===== src/rtl/axi_lite_master_if.sv =====
// Core-side request/response and 5-channel AXI-lite bus signals for axi_lite_master.
// The master modport is the initiator's view; slave is the core + responder side.
interface axi_lite_master_if #(
   parameter int unsigned DATA_LEN  = 32,
   parameter int unsigned STORB_LEN = 4,
   parameter int unsigned ADDR_LEN  = 32
);
   logic                 req_valid;
   logic                 req_ready;
   logic                 req_wen;
   logic [ADDR_LEN-1:0]  req_addr;
   logic [DATA_LEN-1:0]  req_wdata;
   logic [STORB_LEN-1:0] req_wmask;
   logic                 resp_valid;
   logic                 resp_ready;
   logic [DATA_LEN-1:0]  resp_rdata;
   logic                 resp_err;

   logic                 awvalid;
   logic                 awready;
   logic [ADDR_LEN-1:0]  waddr;
   logic                 wvalid;
   logic                 wready;
   logic [DATA_LEN-1:0]  wdata;
   logic [STORB_LEN-1:0] wstrob;
   logic                 bvalid;
   logic                 bready;
   logic [2:0]           bresp;
   logic                 arvalid;
   logic                 arready;
   logic [ADDR_LEN-1:0]  raddr;
   logic                 rvalid;
   logic                 rready;
   logic [DATA_LEN-1:0]  rdata;
   logic [2:0]           rresp;

   modport master (
      input  req_valid, req_wen, req_addr, req_wdata, req_wmask, resp_ready,
      input  awready, wready, bvalid, bresp, arready, rvalid, rdata, rresp,
      output req_ready, resp_valid, resp_rdata, resp_err,
      output awvalid, waddr, wvalid, wdata, wstrob, bready, arvalid, raddr, rready
   );

   modport slave (
      output req_valid, req_wen, req_addr, req_wdata, req_wmask, resp_ready,
      output awready, wready, bvalid, bresp, arready, rvalid, rdata, rresp,
      input  req_ready, resp_valid, resp_rdata, resp_err,
      input  awvalid, waddr, wvalid, wdata, wstrob, bready, arvalid, raddr, rready
   );
endinterface


===== src/rtl/axi_lite_master.sv =====
// Single-outstanding AXI-lite initiator: turns one core load/store into AR/R or AW/W/B
// and hands read data plus error status back to the core. All bus outputs are registered.
module axi_lite_master #(
   parameter int unsigned DATA_LEN  = 32,
   parameter int unsigned STORB_LEN = 4,
   parameter int unsigned ADDR_LEN  = 32
) (
   input logic                clk,
   input logic                rst_n,
   axi_lite_master_if.master  bus
);

   typedef enum logic [2:0] {StIdle, StRdAddr, StRdData, StWr, StWrResp, StResp} state_e;

   state_e               state_q, state_d;
   logic                 awvalid_q, awvalid_d;
   logic                 wvalid_q, wvalid_d;
   logic                 arvalid_q, arvalid_d;
   logic                 bready_q, bready_d;
   logic                 rready_q, rready_d;
   logic                 resp_valid_q, resp_valid_d;
   logic                 resp_err_q, resp_err_d;
   logic                 aw_done_q, aw_done_d;
   logic                 w_done_q, w_done_d;
   logic [ADDR_LEN-1:0]  waddr_q, waddr_d;
   logic [ADDR_LEN-1:0]  raddr_q, raddr_d;
   logic [DATA_LEN-1:0]  wdata_q, wdata_d;
   logic [STORB_LEN-1:0] wstrob_q, wstrob_d;
   logic [DATA_LEN-1:0]  resp_rdata_q, resp_rdata_d;

   logic ar_hs, r_hs, aw_hs, w_hs, b_hs, resp_hs;
   logic aw_all, w_all;

   assign ar_hs   = arvalid_q & bus.arready;
   assign r_hs    = rready_q & bus.rvalid;
   assign aw_hs   = awvalid_q & bus.awready;
   assign w_hs    = wvalid_q & bus.wready;
   assign b_hs    = bready_q & bus.bvalid;
   assign resp_hs = resp_valid_q & bus.resp_ready;
   // Include this cycle's handshake so simultaneous AW/W completion is not delayed.
   assign aw_all  = aw_done_q | aw_hs;
   assign w_all   = w_done_q | w_hs;

   always_ff @(posedge clk or negedge rst_n) begin
      if (!rst_n) begin
         state_q      <= StIdle;
         awvalid_q    <= 1'b0;
         wvalid_q     <= 1'b0;
         arvalid_q    <= 1'b0;
         bready_q     <= 1'b0;
         rready_q     <= 1'b0;
         resp_valid_q <= 1'b0;
         resp_err_q   <= 1'b0;
         aw_done_q    <= 1'b0;
         w_done_q     <= 1'b0;
         waddr_q      <= '0;
         raddr_q      <= '0;
         wdata_q      <= '0;
         wstrob_q     <= '0;
         resp_rdata_q <= '0;
      end else begin
         state_q      <= state_d;
         awvalid_q    <= awvalid_d;
         wvalid_q     <= wvalid_d;
         arvalid_q    <= arvalid_d;
         bready_q     <= bready_d;
         rready_q     <= rready_d;
         resp_valid_q <= resp_valid_d;
         resp_err_q   <= resp_err_d;
         aw_done_q    <= aw_done_d;
         w_done_q     <= w_done_d;
         waddr_q      <= waddr_d;
         raddr_q      <= raddr_d;
         wdata_q      <= wdata_d;
         wstrob_q     <= wstrob_d;
         resp_rdata_q <= resp_rdata_d;
      end
   end

   always_comb begin
      state_d = state_q;
      unique case (state_q)
         StIdle:   if (bus.req_valid) state_d = bus.req_wen ? StWr : StRdAddr;
         StRdAddr: if (ar_hs) state_d = StRdData;
         StRdData: if (r_hs) state_d = StResp;
         StWr:     if (aw_all && w_all) state_d = StWrResp;
         StWrResp: if (b_hs) state_d = StResp;
         StResp:   if (resp_hs) state_d = StIdle;
         default:  state_d = StIdle;
      endcase
   end

   always_comb begin
      awvalid_d    = awvalid_q;
      wvalid_d     = wvalid_q;
      arvalid_d    = arvalid_q;
      bready_d     = bready_q;
      rready_d     = rready_q;
      resp_valid_d = resp_valid_q;
      resp_err_d   = resp_err_q;
      aw_done_d    = aw_done_q;
      w_done_d     = w_done_q;
      waddr_d      = waddr_q;
      raddr_d      = raddr_q;
      wdata_d      = wdata_q;
      wstrob_d     = wstrob_q;
      resp_rdata_d = resp_rdata_q;
      unique case (state_q)
         StIdle: begin
            if (bus.req_valid) begin
               if (bus.req_wen) begin
                  awvalid_d = 1'b1;
                  wvalid_d  = 1'b1;
                  aw_done_d = 1'b0;
                  w_done_d  = 1'b0;
                  waddr_d   = bus.req_addr;
                  wdata_d   = bus.req_wdata;
                  wstrob_d  = bus.req_wmask;
               end else begin
                  arvalid_d = 1'b1;
                  raddr_d   = bus.req_addr;
               end
            end
         end
         StRdAddr: begin
            if (ar_hs) begin
               arvalid_d = 1'b0;
               rready_d  = 1'b1;
            end
         end
         StRdData: begin
            if (r_hs) begin
               resp_rdata_d = bus.rdata;
               resp_err_d   = |bus.rresp;
               rready_d     = 1'b0;
               resp_valid_d = 1'b1;
            end
         end
         StWr: begin
            if (aw_hs) begin
               awvalid_d = 1'b0;
               aw_done_d = 1'b1;
            end
            if (w_hs) begin
               wvalid_d = 1'b0;
               w_done_d = 1'b1;
            end
            if (aw_all && w_all) bready_d = 1'b1;
         end
         StWrResp: begin
            if (b_hs) begin
               resp_err_d   = |bus.bresp;
               resp_rdata_d = '0;
               bready_d     = 1'b0;
               resp_valid_d = 1'b1;
            end
         end
         StResp: begin
            if (resp_hs) resp_valid_d = 1'b0;
         end
         default: ;
      endcase
   end

   assign bus.req_ready  = (state_q == StIdle);
   assign bus.resp_valid = resp_valid_q;
   assign bus.resp_rdata = resp_rdata_q;
   assign bus.resp_err   = resp_err_q;
   assign bus.awvalid    = awvalid_q;
   assign bus.waddr      = waddr_q;
   assign bus.wvalid     = wvalid_q;
   assign bus.wdata      = wdata_q;
   assign bus.wstrob     = wstrob_q;
   assign bus.bready     = bready_q;
   assign bus.arvalid    = arvalid_q;
   assign bus.raddr      = raddr_q;
   assign bus.rready     = rready_q;

endmodule


===== src/flat_wrapper.sv =====
// flat-port wrapper written by rule: the top's interface ports become plain ports
module axi_lite_master_flat 
#(
   parameter int unsigned DATA_LEN  = 32,
   parameter int unsigned STORB_LEN = 4,
   parameter int unsigned ADDR_LEN  = 32
)
  (clk, rst_n, bus_req_valid, bus_req_wen, bus_req_addr, bus_req_wdata, bus_req_wmask, bus_resp_ready, bus_awready, bus_wready, bus_bvalid, bus_bresp, bus_arready, bus_rvalid, bus_rdata, bus_rresp, bus_req_ready, bus_resp_valid, bus_resp_rdata, bus_resp_err, bus_awvalid, bus_waddr, bus_wvalid, bus_wdata, bus_wstrob, bus_bready, bus_arvalid, bus_raddr, bus_rready);
  axi_lite_master_if #(.DATA_LEN(DATA_LEN), .STORB_LEN(STORB_LEN), .ADDR_LEN(ADDR_LEN)) bus_i ();
  input logic clk;
  input logic rst_n;
  input wire logic [$bits(bus_i.req_valid)-1:0] bus_req_valid;
  input wire logic [$bits(bus_i.req_wen)-1:0] bus_req_wen;
  input wire logic [$bits(bus_i.req_addr)-1:0] bus_req_addr;
  input wire logic [$bits(bus_i.req_wdata)-1:0] bus_req_wdata;
  input wire logic [$bits(bus_i.req_wmask)-1:0] bus_req_wmask;
  input wire logic [$bits(bus_i.resp_ready)-1:0] bus_resp_ready;
  input wire logic [$bits(bus_i.awready)-1:0] bus_awready;
  input wire logic [$bits(bus_i.wready)-1:0] bus_wready;
  input wire logic [$bits(bus_i.bvalid)-1:0] bus_bvalid;
  input wire logic [$bits(bus_i.bresp)-1:0] bus_bresp;
  input wire logic [$bits(bus_i.arready)-1:0] bus_arready;
  input wire logic [$bits(bus_i.rvalid)-1:0] bus_rvalid;
  input wire logic [$bits(bus_i.rdata)-1:0] bus_rdata;
  input wire logic [$bits(bus_i.rresp)-1:0] bus_rresp;
  output wire logic [$bits(bus_i.req_ready)-1:0] bus_req_ready;
  output wire logic [$bits(bus_i.resp_valid)-1:0] bus_resp_valid;
  output wire logic [$bits(bus_i.resp_rdata)-1:0] bus_resp_rdata;
  output wire logic [$bits(bus_i.resp_err)-1:0] bus_resp_err;
  output wire logic [$bits(bus_i.awvalid)-1:0] bus_awvalid;
  output wire logic [$bits(bus_i.waddr)-1:0] bus_waddr;
  output wire logic [$bits(bus_i.wvalid)-1:0] bus_wvalid;
  output wire logic [$bits(bus_i.wdata)-1:0] bus_wdata;
  output wire logic [$bits(bus_i.wstrob)-1:0] bus_wstrob;
  output wire logic [$bits(bus_i.bready)-1:0] bus_bready;
  output wire logic [$bits(bus_i.arvalid)-1:0] bus_arvalid;
  output wire logic [$bits(bus_i.raddr)-1:0] bus_raddr;
  output wire logic [$bits(bus_i.rready)-1:0] bus_rready;
  assign bus_i.req_valid = bus_req_valid;
  assign bus_i.req_wen = bus_req_wen;
  assign bus_i.req_addr = bus_req_addr;
  assign bus_i.req_wdata = bus_req_wdata;
  assign bus_i.req_wmask = bus_req_wmask;
  assign bus_i.resp_ready = bus_resp_ready;
  assign bus_i.awready = bus_awready;
  assign bus_i.wready = bus_wready;
  assign bus_i.bvalid = bus_bvalid;
  assign bus_i.bresp = bus_bresp;
  assign bus_i.arready = bus_arready;
  assign bus_i.rvalid = bus_rvalid;
  assign bus_i.rdata = bus_rdata;
  assign bus_i.rresp = bus_rresp;
  assign bus_req_ready = bus_i.req_ready;
  assign bus_resp_valid = bus_i.resp_valid;
  assign bus_resp_rdata = bus_i.resp_rdata;
  assign bus_resp_err = bus_i.resp_err;
  assign bus_awvalid = bus_i.awvalid;
  assign bus_waddr = bus_i.waddr;
  assign bus_wvalid = bus_i.wvalid;
  assign bus_wdata = bus_i.wdata;
  assign bus_wstrob = bus_i.wstrob;
  assign bus_bready = bus_i.bready;
  assign bus_arvalid = bus_i.arvalid;
  assign bus_raddr = bus_i.raddr;
  assign bus_rready = bus_i.rready;
  axi_lite_master #(.DATA_LEN(DATA_LEN), .STORB_LEN(STORB_LEN), .ADDR_LEN(ADDR_LEN)) u_core (.clk(clk), .rst_n(rst_n), .bus(bus_i));
endmodule

===== config.mk =====
export PLATFORM = sky130hd
export DESIGN_NAME = axi_lite_master_flat
export DESIGN_NICKNAME = d
export VERILOG_FILES = /design/src/rtl/axi_lite_master_if.sv /design/src/rtl/axi_lite_master.sv /design/src/flat_wrapper.sv
export SDC_FILE = /design/constraint.sdc
export NUM_CORES = 1
export LEC_CHECK = 0
export CAP_MARGIN = 0
export CELL_PAD_IN_SITES_DETAIL_PLACEMENT = 1
export CELL_PAD_IN_SITES_GLOBAL_PLACEMENT = 2
export CORE_ASPECT_RATIO = 1.5
export CORE_MARGIN = 8
export CORE_UTILIZATION = 27
export DETAILED_ROUTE_END_ITERATION = 10
export GPL_ROUTABILITY_DRIVEN = 0
export GPL_TIMING_DRIVEN = 0
export PLACE_DENSITY = 0.94
export SLEW_MARGIN = 15
export SYNTH_ARGS = -nofsm -noshare
export SYNTH_HDL_FRONTEND = slang
export SYNTH_SLANG_ARGS = --single-unit

===== constraint.sdc =====
create_clock -name clk -period 3.4 [get_ports clk]
set_input_delay 0.34 -clock clk [delete_from_list [all_inputs] [get_ports clk]]
set_output_delay 0.34 -clock clk [all_outputs]
set_load 0.01 [all_outputs]

* Word level (Yosys, flattened, before mapping) *
Index checks and enable logic that the tools add are counted.
Widths: inputs -> output; s select.

cells by class
  equality and inequality tests = 15
  muxes and demuxes = 40
  bitwise logic cells = 9
  reductions and logical operators = 20

operator list
  operator            number
  $mux 32             2
  $pmux 32 s2         1
  $mux 1              20
  $mux 3              6
  $pmux 3 s6          1
  $pmux 1 s2          8
  $reduce_and 4->1    4
  $reduce_and 3->1    5
  $ne 2x1->1 const B  7
  $reduce_bool 2->1   5
  $and 1x1->1         6
  $eq 3x2->1 const B  2
  $eq 3x3->1 const B  2
  $ne 2x2->1 const B  3
  $reduce_and 6->1    1
  $reduce_or 3->1     2
  $eq 3x1->1 const B  1
  $logic_not 3->1     1
  $pmux 1 s3          1
  $reduce_bool 3->1   1
  $mux 2              1
  $or 1x1->1          2
  $logic_and 1x1->1   1
  $not 1->1           1

storage, ports and cells
  register bits = 144
  bits of input ports = 116
  output and inout bits = 140
  logic and storage cells = 99

* Logic depth before layout (Yosys ltp) *
Gate-level depths: netlist of run 1.

  depth in word-level cells = 5
  gate-level depth with buffers = 7
  depth with buffers taken out = 4

* Worst setup path after synthesis of run 1 *
OpenSTA, ideal clock, no wires.

  kind = register -> register
  start point = register u_core.state_q[2]
  end point = register u_core.raddr_q[22] (netlist: u_core.bus.raddr[22])
  setup time = 0.127 ns
  arrival time = 1.565 ns
  data required time = 3.273 ns
  slack = 1.707 ns
  stages on the path, launching flop included = 7
  path buffers = 2
  clock period less this slack = 1.693 ns
  cells stage by stage = dfrtp_1 buf_6 nor3_4 nand2_2 nor2_8 buf_6 mux2_1

between the ends
  word-level cells in the longest chain between the ends = 2

ends and longest elaborated chain
  element                     line                   text
  from (decl)                 axi_lite_master.sv:15  state_e state_q, state_d;
  from (signal assigned)      axi_lite_master.sv:46  state_q <= StIdle;
  from (signal assigned)      axi_lite_master.sv:62  state_q <= state_d;
  $logic_not 3->1             n/a
  net bus_req_ready           flat_wrapper.sv:26     output wire logic [$bits(bus_i.req_ready)-1:0] bus_req_ready;
  $reduce_and 3->1 (no line)  n/a
  to (signal assigned)        axi_lite_master.sv:73  raddr_q <= raddr_d;
  to (decl)                   axi_lite_master.sv:26  logic [ADDR_LEN-1:0] raddr_q, raddr_d;

The timed path passes the listed nets, and every way through them passes these cells.
A chain may end at the register's enable or synchronous reset.

* Worst setup path after layout of run 1 *
  start point = register u_core.state_q[2]
  end point = output bus_req_ready

between the ends
  word-level cells in the longest chain between the ends = 1

ends and longest elaborated chain
  element          line                    text
  $logic_not 3->1  axi_lite_master.sv:165  assign bus.req_ready = (state_q == StIdle);
  to (decl)        flat_wrapper.sv:26

Every way passes these cells.

==> impl_metrics.yaml, run 1 <==
floorplanning:
  die_area_um2: 27280
  floorplan.initialDensity: 0.2755
  placeableCoreArea_um2: 21720
  die_height_um: 198.3
  floorplan.die.width_um: 137.5
  floorplan.io_pins: 256
  num_rows: 66
worst_hold_path:
  hold_path_startpoint: "bus_req_wmask[1]"
  worstHoldEndpoint: "u_core.bus.wstrob[1]$_DFFE_PN0P_"
  hold_path_cells: 3
  worstHoldPathType: "primary input to flop"
detailed_routing:
  num_vias: 4990
  starting_drt_drc_count: 94
  remaining_number_of_nets_flagged_by_the_antenna_check_after_routing: 0
  drt_drc_violations_left: 0
  finalWirelength_um: 20070
  detail_route.first_pass.iterations: 4
  detail_route.wl_per_cell_um: 18.16
  via_per_inst: 4.516
clock_network:
  clock_sink_count: 144
  postCtsResizedCells: 0
  cts_buffer_depth: 2
  cts.reportedPaths.clkPinSlew_ps: 60
  total_cts_buffers: 17
  clock_insertion_delay_worst_skew_ps: 420
  cts_root_buf: "clkbuf_16"
  cts_h_tree_lvls: 4
  tritoncts: "done"
synthesis:
  yosys.cell_count.top_type: "nand2_1"
  syn-mean-instance-area_um2: 11.02
  ys.warnings.count: 0
  synth_seq_area_share: 0.6023
  synth.area.top_cells: "dfrtp_1 (60%), nand2_1 (13%), mux2_1 (5.5%), a21bo_2 (4.0%), nand4_1 (3.3%)"
  synth_edf_count: 0
  postSynthNetCount: 659
  flops_latches_synth: 144
  yosys_most_used_dff: "dfrtp_1"
  synth.distinct_cells: 44
  syn-cell-area_um2: 5983
  cell_taking_the_most_area_after_synthesis: "dfrtp_1"
  post_synth_most_frequent_cells: "nand2_1 (213), dfrtp_1 (144), nand4_1 (32)"
  asyncSetResetFlopFracSynth: 1.000
  synthDominantCellAreaShare: 0.6023
  post_synth_inst_count: 543
setup_path:
  worst_setup_path_end_kind: "output port"
  setup.worst_path.class: "flop to output port"
  worst_r2r_endpoint: "u_core.bus.raddr[24]$_DFFE_PN0P_"
  reg2reg_setup_slack_ps: 1550
  crit_path_max_fanout: 10
  reg2reg_depth: 6
  worstPathRequired_ps: 3060
  cp_slowest_cell: "clkdlybuf4s50_1"
  slowest_delay_ps: 630
  crit_arrival_ps: 1900
  critical_path.reg2reg.startpoint: "u_core.state_q[2]$_DFFE_PN0P_"
  timing.critical_path.cells: "buf_6 -> nor3_4 -> clkdlybuf4s50_1"
  setup.worst_path.start_class: "flop"
sta:
  timing.slew.headroom: 0.6237
  final.min_clock_period_ps: 2242
  worst_pin_slew_ps: 564.5
  setup_violations: 0
  unrepaired_setup_endpoints_after_global_routing: "false"
  layout_worst_path_cycle_share: 0.6595
  worst_clock_skew_ps: 7.239
  maxSlewViolCount: 0
  final-hold-violation-count: 0
  max_clock_freq_ghz: 0.4460
placement:
  placed_cells: 1071
  io_buffers: 255
  place_hpwl_um: 15490
layout:
  drive_above_1_share: 0.1298
  finalNonFillerCells: 1105
  area_delta_synth_final_pct: 60.75
  nets: 935
power_and_ir_drop:
  ir_drop_mv: 0.3507
  p_leak_nw: 4.697
  power.total_w: 0.004105
  p_per_area_nw_per_um2: 426.8
run:
  max_cap_violations: 0
outcome:
  run_status: "finished, final reports clean"
global_routing:
  grt_start_max_net_pins: 79
  antenna_found_initial: 2
  first_global_vias: 5557
  grt_pass1_wl_um: 31110
  gr-total-overflow: 0
  grt.total_usage: 0.1483
registers in the layout, summed over array words and instances (netlist names), 3 cells and up:
name                   count
u_core.bus.raddr          32
u_core.bus.resp_rdata     32
u_core.bus.waddr          32
u_core.bus.wdata          32
u_core.bus.wstrob          4
u_core.state_q             3
layer usage:
| layer | part of all wire | GRT usage | up-vias |
|---|---|---|---|
| met2 | 0.52 | 0.2567 | 161 |
| met1 | 0.37 | 0.1582 | 2446 |
| met3 | 0.088 | 0.06012 | 25 |
| met4 | 0.021 | 0.05210 | 2 |
| li1 | - | - | 2356 |
| met5 | 0.00065 | 0 | - |
cells in the final DEF, fill, tap and decap left out, types with 2 or more instances in the layout:
cell / n
clkdlybuf4s50_1: 254
nand2_1: 213
dfrtp_1: 144
nand4_1: 32
mux2_1: 29
a21bo_2: 24
clkbuf_16: 17
buf_2: 15
a21bo_1: 8
buf_6: 7
nor2_1: 6
a21oi_1: 6
bufinv_16: 6
buf_4: 5
clkbuf_1: 5
clkbuf_8: 5
mux2_2: 4
nand3_1: 4
a31oi_1: 4
buf_8: 3
o21ai_0: 3
clkinv_2: 3
nand2b_1: 2
nand2_2: 2
and3b_1: 2
a22o_1: 2
a21o_1: 2
worst max path at each step:
stage | from | end | slack (ps) | cells after the start
after CTS | u_core.state_q[2]$_DFFE_PN0P_ | bus_req_ready | 1120 | 3
final | u_core.state_q[2]$_DFFE_PN0P_ | bus_req_ready | 1160 | 3
after detailed placement | bus_req_wen | u_core.bus.wdata[6]$_DFFE_PN0P_ | 1330 | 6
after global routing | u_core.state_q[2]$_DFFE_PN0P_ | bus_req_ready | 1070 | 3
after floorplan | u_core.state_q[2]$_DFFE_PN0P_ | u_core.bus.raddr[22]$_DFFE_PN0P_ | 1710 | 6
after global placement | rst_n | u_core.bus.waddr[6]$_DFFE_PN0P_ | -4260 | 1
metrics by stage:
step	instance area, um2	hold slack, ps	utilization	setup TNS (ps)	worst slack, ps
floorplan	5983	44.41	-	0	1707
global placement	8876	457.3	0.4087	-610870	-4256
detailed placement	8909	334.2	0.4102	0	1327
CTS	9615	419.9	0.4427	0	1123
global route	9618	437.3	0.4429	0	1067
finish	9618	442.3	0.4429	0	1158
critical path: cells and delay by family (launching register included):
family / cells / cell delay, ps
flip-flops: 1 / 390
AND/OR/NAND/NOR: 1 / 310
buffers and inverters: 2 / 790
cell families (layout without fill, tap and decap cells):
| family | after synthesis | count (layout) | synth area share |
|---|---|---|---|
| buffers and inverters | 36 | 325 | 0.04161 |
| AO/OA/AOI/OAI | 55 | 55 | 0.08490 |
| flip-flops | 144 | 144 | 0.6023 |
| multiplexers | 35 | 35 | 0.06629 |
| AND/OR/NAND/NOR | 273 | 273 | 0.2049 |
| other | 0 | 1 | 0 |
power breakdown:
| group | internal [W] | leakage (nW) | switching (W) | total (W) |
|---|---|---|---|---|
| Sequential | 0.00171 | 2.01 | 0 | 0.00171 |
| Combinational | 0.000123 | 2.35 | 0.0000642 | 0.000187 |
| Clock | 0.00147 | 0.342 | 0.000732 | 0.00220 |
cell type report:
cell class	instances	area, um2
diodes	1	2.502
plain buffers	35	245.2
clock buffers	22	494.2
clock inverters	10	202.7
fillers	2353	12100
inverters	1	3.754
multi-input cells	363	2131
flip-flops and latches	144	3603
well taps	272	340.3
repair buffers	257	2595
timing repair:
item / 4_1_cts / 5_1_grt
setup endpoints to repair: 0 / 0
hold buffers: 1 / 0
setup buffers: 0 / 0
endpoints found under the hold margin: 66 / 0
Note: power is estimated with default switching activity, not from simulation.
==> run 2, diff against run 1 <==
--- a/config.mk
+++ b/config.mk
@@ -10,11 +10,11 @@
 export CELL_PAD_IN_SITES_GLOBAL_PLACEMENT = 2
 export CORE_ASPECT_RATIO = 1.5
 export CORE_MARGIN = 8
-export CORE_UTILIZATION = 27
+export CORE_UTILIZATION = 25
 export DETAILED_ROUTE_END_ITERATION = 10
 export GPL_ROUTABILITY_DRIVEN = 0
 export GPL_TIMING_DRIVEN = 0
-export PLACE_DENSITY = 0.94
+export PLACE_DENSITY = 0.89
 export SLEW_MARGIN = 15
 export SYNTH_ARGS = -nofsm -noshare
 export SYNTH_HDL_FRONTEND = slang
==> constraint.sdc (replaced) <==
create_clock -name clk -period 2.3 [get_ports clk]
set_input_delay 0.23 -clock clk [delete_from_list [all_inputs] [get_ports clk]]
set_output_delay 0.23 -clock clk [all_outputs]
set_load 0.01 [all_outputs]
==> impl_metrics.yaml, run 2 (synthesized netlist as in run 1, its figures left out) <==
outcome:
  run_status: "finished, final reports clean"
clock_network:
  cts.reportedPaths.clkPinSlew_ps: 60
  postCtsResizedCells: 0
  tritoncts: "done"
  clock_insertion_delay_worst_skew_ps: 420
  clock_sink_count: 144
  cts_root_buf: "clkbuf_16"
  cts_h_tree_lvls: 4
  cts_buffer_depth: 2
  total_cts_buffers: 17
setup_path:
  timing.critical_path.cells: "buf_6 -> nor3_4 -> clkdlybuf4s50_1"
  worstSetupStartpoint: "u_core.state_q[2]$_DFFE_PN0P_"
  setup.worst_path.class: "flop to output port"
  worstPathRequired_ps: 2070
  crit_arrival_ps: 1940
  cp-endpoint: "bus_req_ready"
  setup.worst_path.start_class: "flop"
  crit_path_max_fanout: 10
  critical_path.reg2reg.startpoint: "u_core.state_q[2]$_DFFE_PN0P_"
  slowest_delay_ps: 650
  reg2reg_setup_slack_ps: 420
  worst_setup_path_end_kind: "output port"
  reg2reg_depth: 6
  worst_r2r_endpoint: "u_core.bus.raddr[29]$_DFFE_PN0P_"
  cp_slowest_cell: "clkdlybuf4s50_1"
sta:
  layout_worst_path_cycle_share: 0.9445
  worst_slack_ps: 127.6
  final.min_clock_period_ps: 2172
  worst_pin_slew_ps: 590.7
  unrepaired_setup_endpoints_after_global_routing: "false"
  worst_clock_skew_ps: 11.02
  setup_violations: 0
  maxSlewViolCount: 0
  timing.slew.headroom: 0.6062
  final-hold-violation-count: 0
  max_clock_freq_ghz: 0.4603
placement:
  preCtsSetupSlack_ps: 347.5
  io_buffers: 255
  place_hpwl_um: 15880
power_and_ir_drop:
  p_per_area_nw_per_um2: 562.5
  comb_power_share: 0.052
  switching_power_as_a_share_of_total_power: 0.2313
  p_leak_nw: 4.612
  clkPwrFrac: 0.475
  netSwitchingPower_w: 0.001237
  p_seq_frac: 0.473
  ir_drop_mv: 0.4455
  internal-power_w: 0.004113
floorplanning:
  floorplan.die.width_um: 142.3
  placeableCoreArea_um2: 23570
  die_height_um: 205.5
  floorplan.initialDensity: 0.2539
  num_rows: 69
  die_area_um2: 29240
  floorplan.io_pins: 256
detailed_routing:
  num_vias: 5019
  drt_drc_violations_left: 0
  via_per_inst: 4.361
  detail_route.wl_per_cell_um: 17.97
  top_layer_used: "met5"
  starting_drt_drc_count: 159
  remaining_number_of_nets_flagged_by_the_antenna_check_after_routing: 0
  route.met3.wl_um: 1871
  drt-met1-wl_um: 7571
  detail_route.first_pass.iterations: 4
  detailroute.wirelength.met2_um: 10870
  finalWirelength_um: 20680
run:
  max_cap_violations: 0
layout:
  fin_util: 0.4036
  commonest_cells_after_routing_fill_and_taps_aside: "clkdlybuf4s50_1 (254), nand2_1 (213), dfrtp_1 (144), nand4_1 (32), mux2_1 (29)"
  nets: 935
  mostFrequentLayoutCell: "clkdlybuf4s50_1"
  fillCellCount: 2617
  drive_above_1_share: 0.1298
  area_delta_synth_final_pct: 58.97
  insertedDiodeCount: 0
global_routing:
  first_global_vias: 5599
  grt_pass1_wl_um: 32150
  antenna_found_initial: 1
  gr-total-overflow: 0
  grt_start_max_net_pins: 78
  grt.total_usage: 0.1445
worst_hold_path:
  worstHoldPathType: "primary input to flop"
-- run 2: what timing repair did --
action | CTS | global route
endpoints found under the setup margin | 0 | 0
setup buffers | 0 | 0
hold endpoints to repair | 67 | 0
hold buffers | 1 | 0
-- run 2: worst min path at each step --
stage	startpoint	cells after the start	to	slack, ps
after global placement	u_core.bus.waddr[1]$_DFFE_PN0P_	2	u_core.bus.waddr[1]$_DFFE_PN0P_	460
after CTS	bus_req_wdata[20]	3	u_core.bus.wdata[20]$_DFFE_PN0P_	310
final	bus_req_wmask[1]	3	u_core.bus.wstrob[1]$_DFFE_PN0P_	330
after global routing	bus_req_wdata[24]	3	u_core.bus.wdata[24]$_DFFE_PN0P_	330
after floorplan	rst_n	0	u_core.aw_done_q$_DFFE_PN0P_	-70
after detailed placement	rst_n	1	u_core.bus.wdata[3]$_DFFE_PN0P_	230
-- run 2: layer usage --
metal | global-route usage | up-vias
met1 | 0.1489 | 2471
li1 | - | 2366
met5 | 0 | -
met3 | 0.06340 | 22
met4 | 0.04762 | 2
met2 | 0.2567 | 158
-- run 2: area by class of cell --
cell class | instances | area, um2 | area share
inverters | 1 | 3.754 | 0.0003946
clock buffers | 18 | 439.2 | 0.04617
multi-input cells | 363 | 2131 | 0.2240
well taps | 319 | 399.1 | 0.04196
flip-flops and latches | 144 | 3603 | 0.3788
clock inverters | 14 | 95.09 | 0.009997
repair buffers | 257 | 2595 | 0.2728
plain buffers | 35 | 245.2 | 0.02578
-- run 2: through the flow --
step	hold WS [ps]	total power (W)	area, um2	setup TNS, ps	std cells
after floorplan	-65.59	0.002586	5983	0	543
after global routing	325.9	0.005564	9512	0	1151
final	335.0	0.005351	9512	0	1151
after global placement	456.2	0.002854	8935	-768410	1117
after CTS	309.1	0.005449	9512	0	1151
after detailed placement	234.7	0.002862	8967	0	1118
-- run 2: power by group through the flow --
stage          combinational, W  clock, W  sequential, W
2_1_floorplan        0.00000576         0        0.00258
3_3_place_gp           0.000272         0        0.00258
3_5_place_dp           0.000282         0        0.00258
4_1_cts                0.000286   0.00263        0.00253
5_1_grt                0.000305   0.00273        0.00253
6_report               0.000278   0.00254        0.00253
-- run 2: critical path, delay by kind of cell, from the launching register on --
kind,cells,cell delay [ps]
flops,1,370
buf+inv,2,800
simple gates,1,350
